## src/rtl/t04_mul_pkg.sv

```systemverilog
// Shared types and constants for the MUL sequencer in front of the shift-add multiplier.
// Optional signed support is enabled by defining T04_SIGNED_MUL_EN.
package t04_mul_pkg;

    // Sequencer states: wait for a request, pulse the multiplier, wait for ack, return result.
    typedef enum logic [1:0] {
        IDLE  = 2'd0,
        ISSUE = 2'd1,
        WAIT  = 2'd2,
        DONE  = 2'd3
    } mul_seq_state_t;

    // Operand width actually fed to the multiplier.
    localparam int MUL_OPW = 16;

    // Longest possible stay in WAIT: one cycle per multiplier bit plus the first WAIT cycle.
    localparam int MUL_MAX_WAIT = MUL_OPW + 1;

    // Data path width of the CPU register file and of the multiplier ports.
    localparam int MUL_DW = 32;

endpackage

```

## src/rtl/t04_mul_signfix.sv

```systemverilog
// Conditional two's-complement negate. Used to take operand magnitudes before the
// unsigned multiplier and to restore the sign of the product afterwards.
// Only built when T04_SIGNED_MUL_EN is defined.
`ifdef T04_SIGNED_MUL_EN
module t04_mul_signfix
    import t04_mul_pkg::*;
#(
    parameter int W = MUL_OPW
) (
    input  logic [W-1:0] val_i,
    input  logic         neg_i,
    output logic [W-1:0] val_o
);

    // Negation wraps modulo 2^W, so the most negative operand yields its exact magnitude
    // when the result is read as unsigned.
    always_comb begin
        val_o = neg_i ? -val_i : val_i;
    end

endmodule
`endif

```

## src/rtl/t04_mul_sequencer.sv

```systemverilog
// MUL sequencer: latches operands from the CPU, starts the external shift-add multiplier,
// stalls the pipeline until the multiplier acks, then returns the registered product with
// a one-cycle valid pulse. Define T04_SIGNED_MUL_EN to add sign-magnitude handling of
// signed operands around the unsigned multiplier.
// The multiplier itself lives outside this block; its active-high reset is ~nrst.
module t04_mul_sequencer
    import t04_mul_pkg::*;
#(
    parameter int OPW = MUL_OPW
) (
    input  logic              clk,
    input  logic              nrst,
    input  logic              req,
    input  logic              flush,
    input  logic              signed_op,
    input  logic [MUL_DW-1:0] op_a,
    input  logic [MUL_DW-1:0] op_b,
    output logic              freeze,
    output logic [MUL_DW-1:0] result,
    output logic              result_valid,
    output logic              mul,
    output logic [MUL_DW-1:0] multiplicand,
    output logic [MUL_DW-1:0] multiplier,
    input  logic [MUL_DW-1:0] product,
    input  logic              ack_mul
);

    mul_seq_state_t    state_q;
    logic [MUL_DW-1:0] result_q;
    logic [MUL_DW-1:0] multiplicand_q;
    logic [MUL_DW-1:0] multiplier_q;
    logic              neg_q;
    logic              rv_q;

    // Operand magnitudes and product sign derived from the current request.
    logic [OPW-1:0]    mag_a_d;
    logic [OPW-1:0]    mag_b_d;
    logic              neg_d;
    // Product after sign correction, captured into result_q on ack.
    logic [MUL_DW-1:0] result_d;
    logic              unused_ok;

`ifdef T04_SIGNED_MUL_EN
    logic [OPW-1:0] op_raw  [2];
    logic [OPW-1:0] op_mag  [2];
    logic           op_sign [2];

    assign op_raw[0] = op_a[OPW-1:0];
    assign op_raw[1] = op_b[OPW-1:0];

    genvar gi;
    generate
        for (gi = 0; gi < 2; gi++) begin : g_opfix
            // Sign only matters when the request is flagged as signed.
            assign op_sign[gi] = signed_op & op_raw[gi][OPW-1];

            t04_mul_signfix #(
                .W (OPW)
            ) u_opfix (
                .val_i (op_raw[gi]),
                .neg_i (op_sign[gi]),
                .val_o (op_mag[gi])
            );
        end
    endgenerate

    assign mag_a_d = op_mag[0];
    assign mag_b_d = op_mag[1];
    // A zero operand gives a zero product; keep it positive so no -0 path is exercised.
    assign neg_d   = (op_sign[0] ^ op_sign[1]) & (|op_mag[0]) & (|op_mag[1]);

    t04_mul_signfix #(
        .W (MUL_DW)
    ) u_resfix (
        .val_i (product),
        .neg_i (neg_q),
        .val_o (result_d)
    );

    assign unused_ok = ^{op_a[MUL_DW-1:OPW], op_b[MUL_DW-1:OPW]};
`else
    assign mag_a_d   = op_a[OPW-1:0];
    assign mag_b_d   = op_b[OPW-1:0];
    assign neg_d     = 1'b0;
    assign result_d  = product;
    assign unused_ok = ^{signed_op, neg_q, op_a[MUL_DW-1:OPW], op_b[MUL_DW-1:OPW]};
`endif

    // Sequencer FSM with its registered outputs; flush always returns to IDLE without a result.
    always_ff @(posedge clk or negedge nrst) begin
        if (!nrst) begin
            state_q        <= IDLE;
            result_q       <= '0;
            multiplicand_q <= '0;
            multiplier_q   <= '0;
            neg_q          <= 1'b0;
            rv_q           <= 1'b0;
        end else begin
            rv_q <= 1'b0;
            case (state_q)
                IDLE: begin
                    if (req && !flush) begin
                        multiplicand_q <= {{(MUL_DW-OPW){1'b0}}, mag_a_d};
                        multiplier_q   <= {{(MUL_DW-OPW){1'b0}}, mag_b_d};
                        neg_q          <= neg_d;
                        state_q        <= ISSUE;
                    end
                end
                ISSUE: begin
                    // Any ack seen here belongs to a previous operation.
                    state_q <= flush ? IDLE : WAIT;
                end
                WAIT: begin
                    if (flush) begin
                        state_q <= IDLE;
                    end else if (ack_mul) begin
                        result_q <= result_d;
                        rv_q     <= 1'b1;
                        state_q  <= DONE;
                    end
                end
                DONE: begin
                    // The CPU advances on this edge; a new request is taken in the next IDLE.
                    state_q <= IDLE;
                end
                default: begin
                    state_q <= IDLE;
                end
            endcase
        end
    end

    // Stall: starts combinationally with the request, held until the DONE cycle.
    always_comb begin
        freeze = 1'b0;
        case (state_q)
            IDLE:        freeze = req;
            ISSUE, WAIT: freeze = 1'b1;
            default:     freeze = 1'b0;
        endcase
    end

    assign mul          = (state_q == ISSUE) && !flush;
    assign result_valid = rv_q && !flush;
    assign result       = result_q;
    assign multiplicand = multiplicand_q;
    assign multiplier   = multiplier_q;

endmodule

```

## config.mk

```make
export PLATFORM = sky130hd
export DESIGN_NAME = t04_mul_sequencer
export DESIGN_NICKNAME = d
export VERILOG_FILES = /design/src/rtl/t04_mul_pkg.sv /design/src/rtl/t04_mul_signfix.sv /design/src/rtl/t04_mul_sequencer.sv
export SDC_FILE = /design/constraint.sdc
export NUM_CORES = 1
export LEC_CHECK = 0
export ABC_CLOCK_PERIOD_IN_PS = 1550
export CORE_UTILIZATION = 32
export CTS_CLUSTER_DIAMETER = 80
export DETAILED_ROUTE_END_ITERATION = 7
export GPL_TIMING_DRIVEN = 0
export HOLD_SLACK_MARGIN = 0.06
export PLACE_DENSITY = 0.76
export SLEW_MARGIN = 10
export SYNTH_ARGS = -nofsm -noshare
export SYNTH_HDL_FRONTEND = slang
export SYNTH_SLANG_ARGS = --single-unit
```

## constraint.sdc

```tcl
create_clock -name clk -period 1.55 [get_ports clk]
set_clock_uncertainty 0.15 [all_clocks]
set_input_delay 0.465 -clock clk [delete_from_list [all_inputs] [get_ports clk]]
set_output_delay 0.465 -clock clk [all_outputs]
set_load 0.01 [all_outputs]
```

==> metrics <==
Clock Sinks=67; final hold violation count=0; area delta synth->final=63.6%; yosys synthesis warning count=0; Worst Path Max Fanout=4; Finished Layout Cells=517; Static Leak=2.59 nW; largest family of logic cells by synthesized area=multiplexers; Clock transition at path regs=0.07 ns; Synth Instances=194; CTS H-Tree Depth=3; CP Class=flip-flop to output port; RSZ-0062 raised after global routing=yes; maximum vdd drop=930 µV; setup TNS=-12.75 ns; vias in the first global route=2284; Tot GR Track Use=0.149; Setup crit start kind=flip-flop; setup violators final=69; Crit. End Element=output port; DPL Wire Length=5050 µm; Clock Latency Late Sink=0.32 ns; RePlAce Congestion=0.706; commonest non-fill, non-tap cells in the layout=buf_2 (68), dfrtp_1 (67), clkdlybuf4s50_1 (65), buf_4 (51), mux2_2 (34); die area=9840 µm²; Final Cell Area=4940 µm²; area of the core=9200 µm²; ANT cells=0; clock root cell=clkbuf_8; Top Ports=201; synth top area cells=dfrtp_1 (55%), mux2_4 (15%), mux2_2 (13%); switch share=0.319; Final WS setup=-0.407 ns; Async S/R FF share, synth=1.00; Routed WL=7230 µm; Hold WS=0.349 ns; initial antenna violation count=0; max-slew violation count=0; Clk network pwr share=0.158; area share of and/or/nand/nor cells after synthesis=0.0232; status=finished with violations; part of the cycle the worst path needs=1.26; layout cell share with drive strength beyond 1=0.559; GR Overflow Total=0; Pre-antenna DRT Iters=4; # rows=35; largest net degree at the start of global routing=48; post-route ant nets=0; dpl cells=472; CP top delay family=flip-flops; Hold Path Class=flip-flop to flip-flop; Via Count=2126; Place WS=-0.839 ns; CP max stage delay=0.40 ns; CTS tree=done; vias per cell=4.11; sequential share of power=0.362; Seq/Total Area, Yosys=0.555; die extent in y=99.2 µm; Worst path slowest cell=dfrtp_1; most frequent standard cell in the layout excluding fill and tap cells=buf_2; CP required=0.93 ns; Synth Area in Compound Gates=0.00663; Synth area leader=dfrtp_1; EDFF count, synth=0; top_reg_cell synth=dfrtp_1; first-pass GRT wire length=11300 µm; nets=511; Fmax=511 MHz; DRC Markers=0; share of the synthesized area in the top cell type=0.555; mux share of post-synthesis cell area=0.282; placed inst area=4670 µm²; PD cells=1650 nW/µm²; switching power=2.61 mW; I/O Buffers=135; starting density of the core=0.329; CP bufs+invs=2; Die X=99.2 µm; failing checks=negative setup slack; final worst path period need=1.96 ns; #FFs+latches synth=67; CTS Buf Count=9; Netlist Area Pre-Place=3020 µm²; critical path cell sequence=inv_2, ha_4, a21oi_2, nor2_1, buf_2; CP arrival=1.34 ns; detailed router's first-iteration violation count=39; internal power=5.56 mW; Longest Clk Path Bufs=2; combinational power share=0.480; xor and xnor area share after synthesis=0; Synth cell types=18; Max-Cap Viols=0; Avg Cell Area, Syn=15.6 µm²; Post-Synth Adder-Cell Area=0.0248; Routed wire per std cell=14.0 µm
worst paths after layout:
path,start,endpoint,slack [ns],cells after the start
min in group asynchronous,nrst,result[29]$_DFFE_PN0P_,0.42,2
max in group asynchronous,nrst,state_q[0]$_DFFE_PN0P_,0.29,3
hold / removal,result[12]$_DFFE_PN0P_,result[12]$_DFFE_PN0P_,0.35,1
setup / recovery,state_q[1]$_DFFE_PN0P_,freeze,-0.41,5
setup reg to reg,state_q[0]$_DFFE_PN0P_,result[31]$_DFFE_PN0P_,-0.22,8
hold reg to reg,result[12]$_DFFE_PN0P_,result[12]$_DFFE_PN0P_,0.35,1
routing by layer:
metal / wire, µm / track usage
met1: 2810 / 0.171
met2: 3980 / 0.270
met3: 374 / 0.0394
met4: 63 / 0.0475
met5: 0 / 0
registers in the layout, indices dropped and copies added (netlist names):
name	flops
rv_q	1
result	32
multiplicand	16
state_q	2
multiplier	16
cells by family (layout without fill, tap and decap cells):
group,count (synthesis),in the layout
AO/OA/AOI/OAI,4,4
adder cells (fa/ha/maj),6,6
buffers and inverters,42,223
flip-flops,67,67
multiplexers,66,66
other,1,32
AND/OR/NAND/NOR,8,8
per-stage QoR:
| step | power [mW] | utilization |
|---|---|---|
| floorplan | 4.94 | - |
| finish | 8.17 | 0.538 |
| global route | 8.68 | 0.538 |
| detailed placement | 7.13 | 0.507 |
| CTS | 8.28 | 0.538 |
| global placement | 7.01 | 0.505 |
repair_timing:
item | CTS | global route
buffers inserted | 25 | 3
gates cloned | 4 | 1
endpoints found under the hold margin | 20 | 0
resized for setup | 298 | 2
hold buffers | 1 | 0
pin swaps | 1 | 2
endpoints found under the setup margin | 129 | 70
power groups by stage:
stage                     clock network (mW)  registers (mW)  logic, mW
final                                   1.29            2.96       3.92
after floorplan                            0            3.39       1.55
after global placement                     0            3.00       4.01
after detailed placement                   0            3.04       4.09
after global routing                    1.42            3.07       4.19
after CTS                               1.35            2.96       3.96
cell usage after synthesis (all sizes together), types with 2 or more instances:
library cell and n:
nand3 2, mux2i 2, a21oi 3, inv 4
mux2 64, nor2 2, dfrtp 67, buf 38
ha 6
area by class of cell:
class / instances / area (µm²)
fillers: 824 / 4250
flip-flops and latches: 67 / 1680
repair buffers: 167 / 1400
multi-input cells: 116 / 1190
plain buffers: 38 / 350
clock buffers: 12 / 155
well taps: 111 / 139
inverters: 4 / 15.0
clock inverters: 2 / 12.5
No activity file was read; power rests on OpenSTA's default activity.
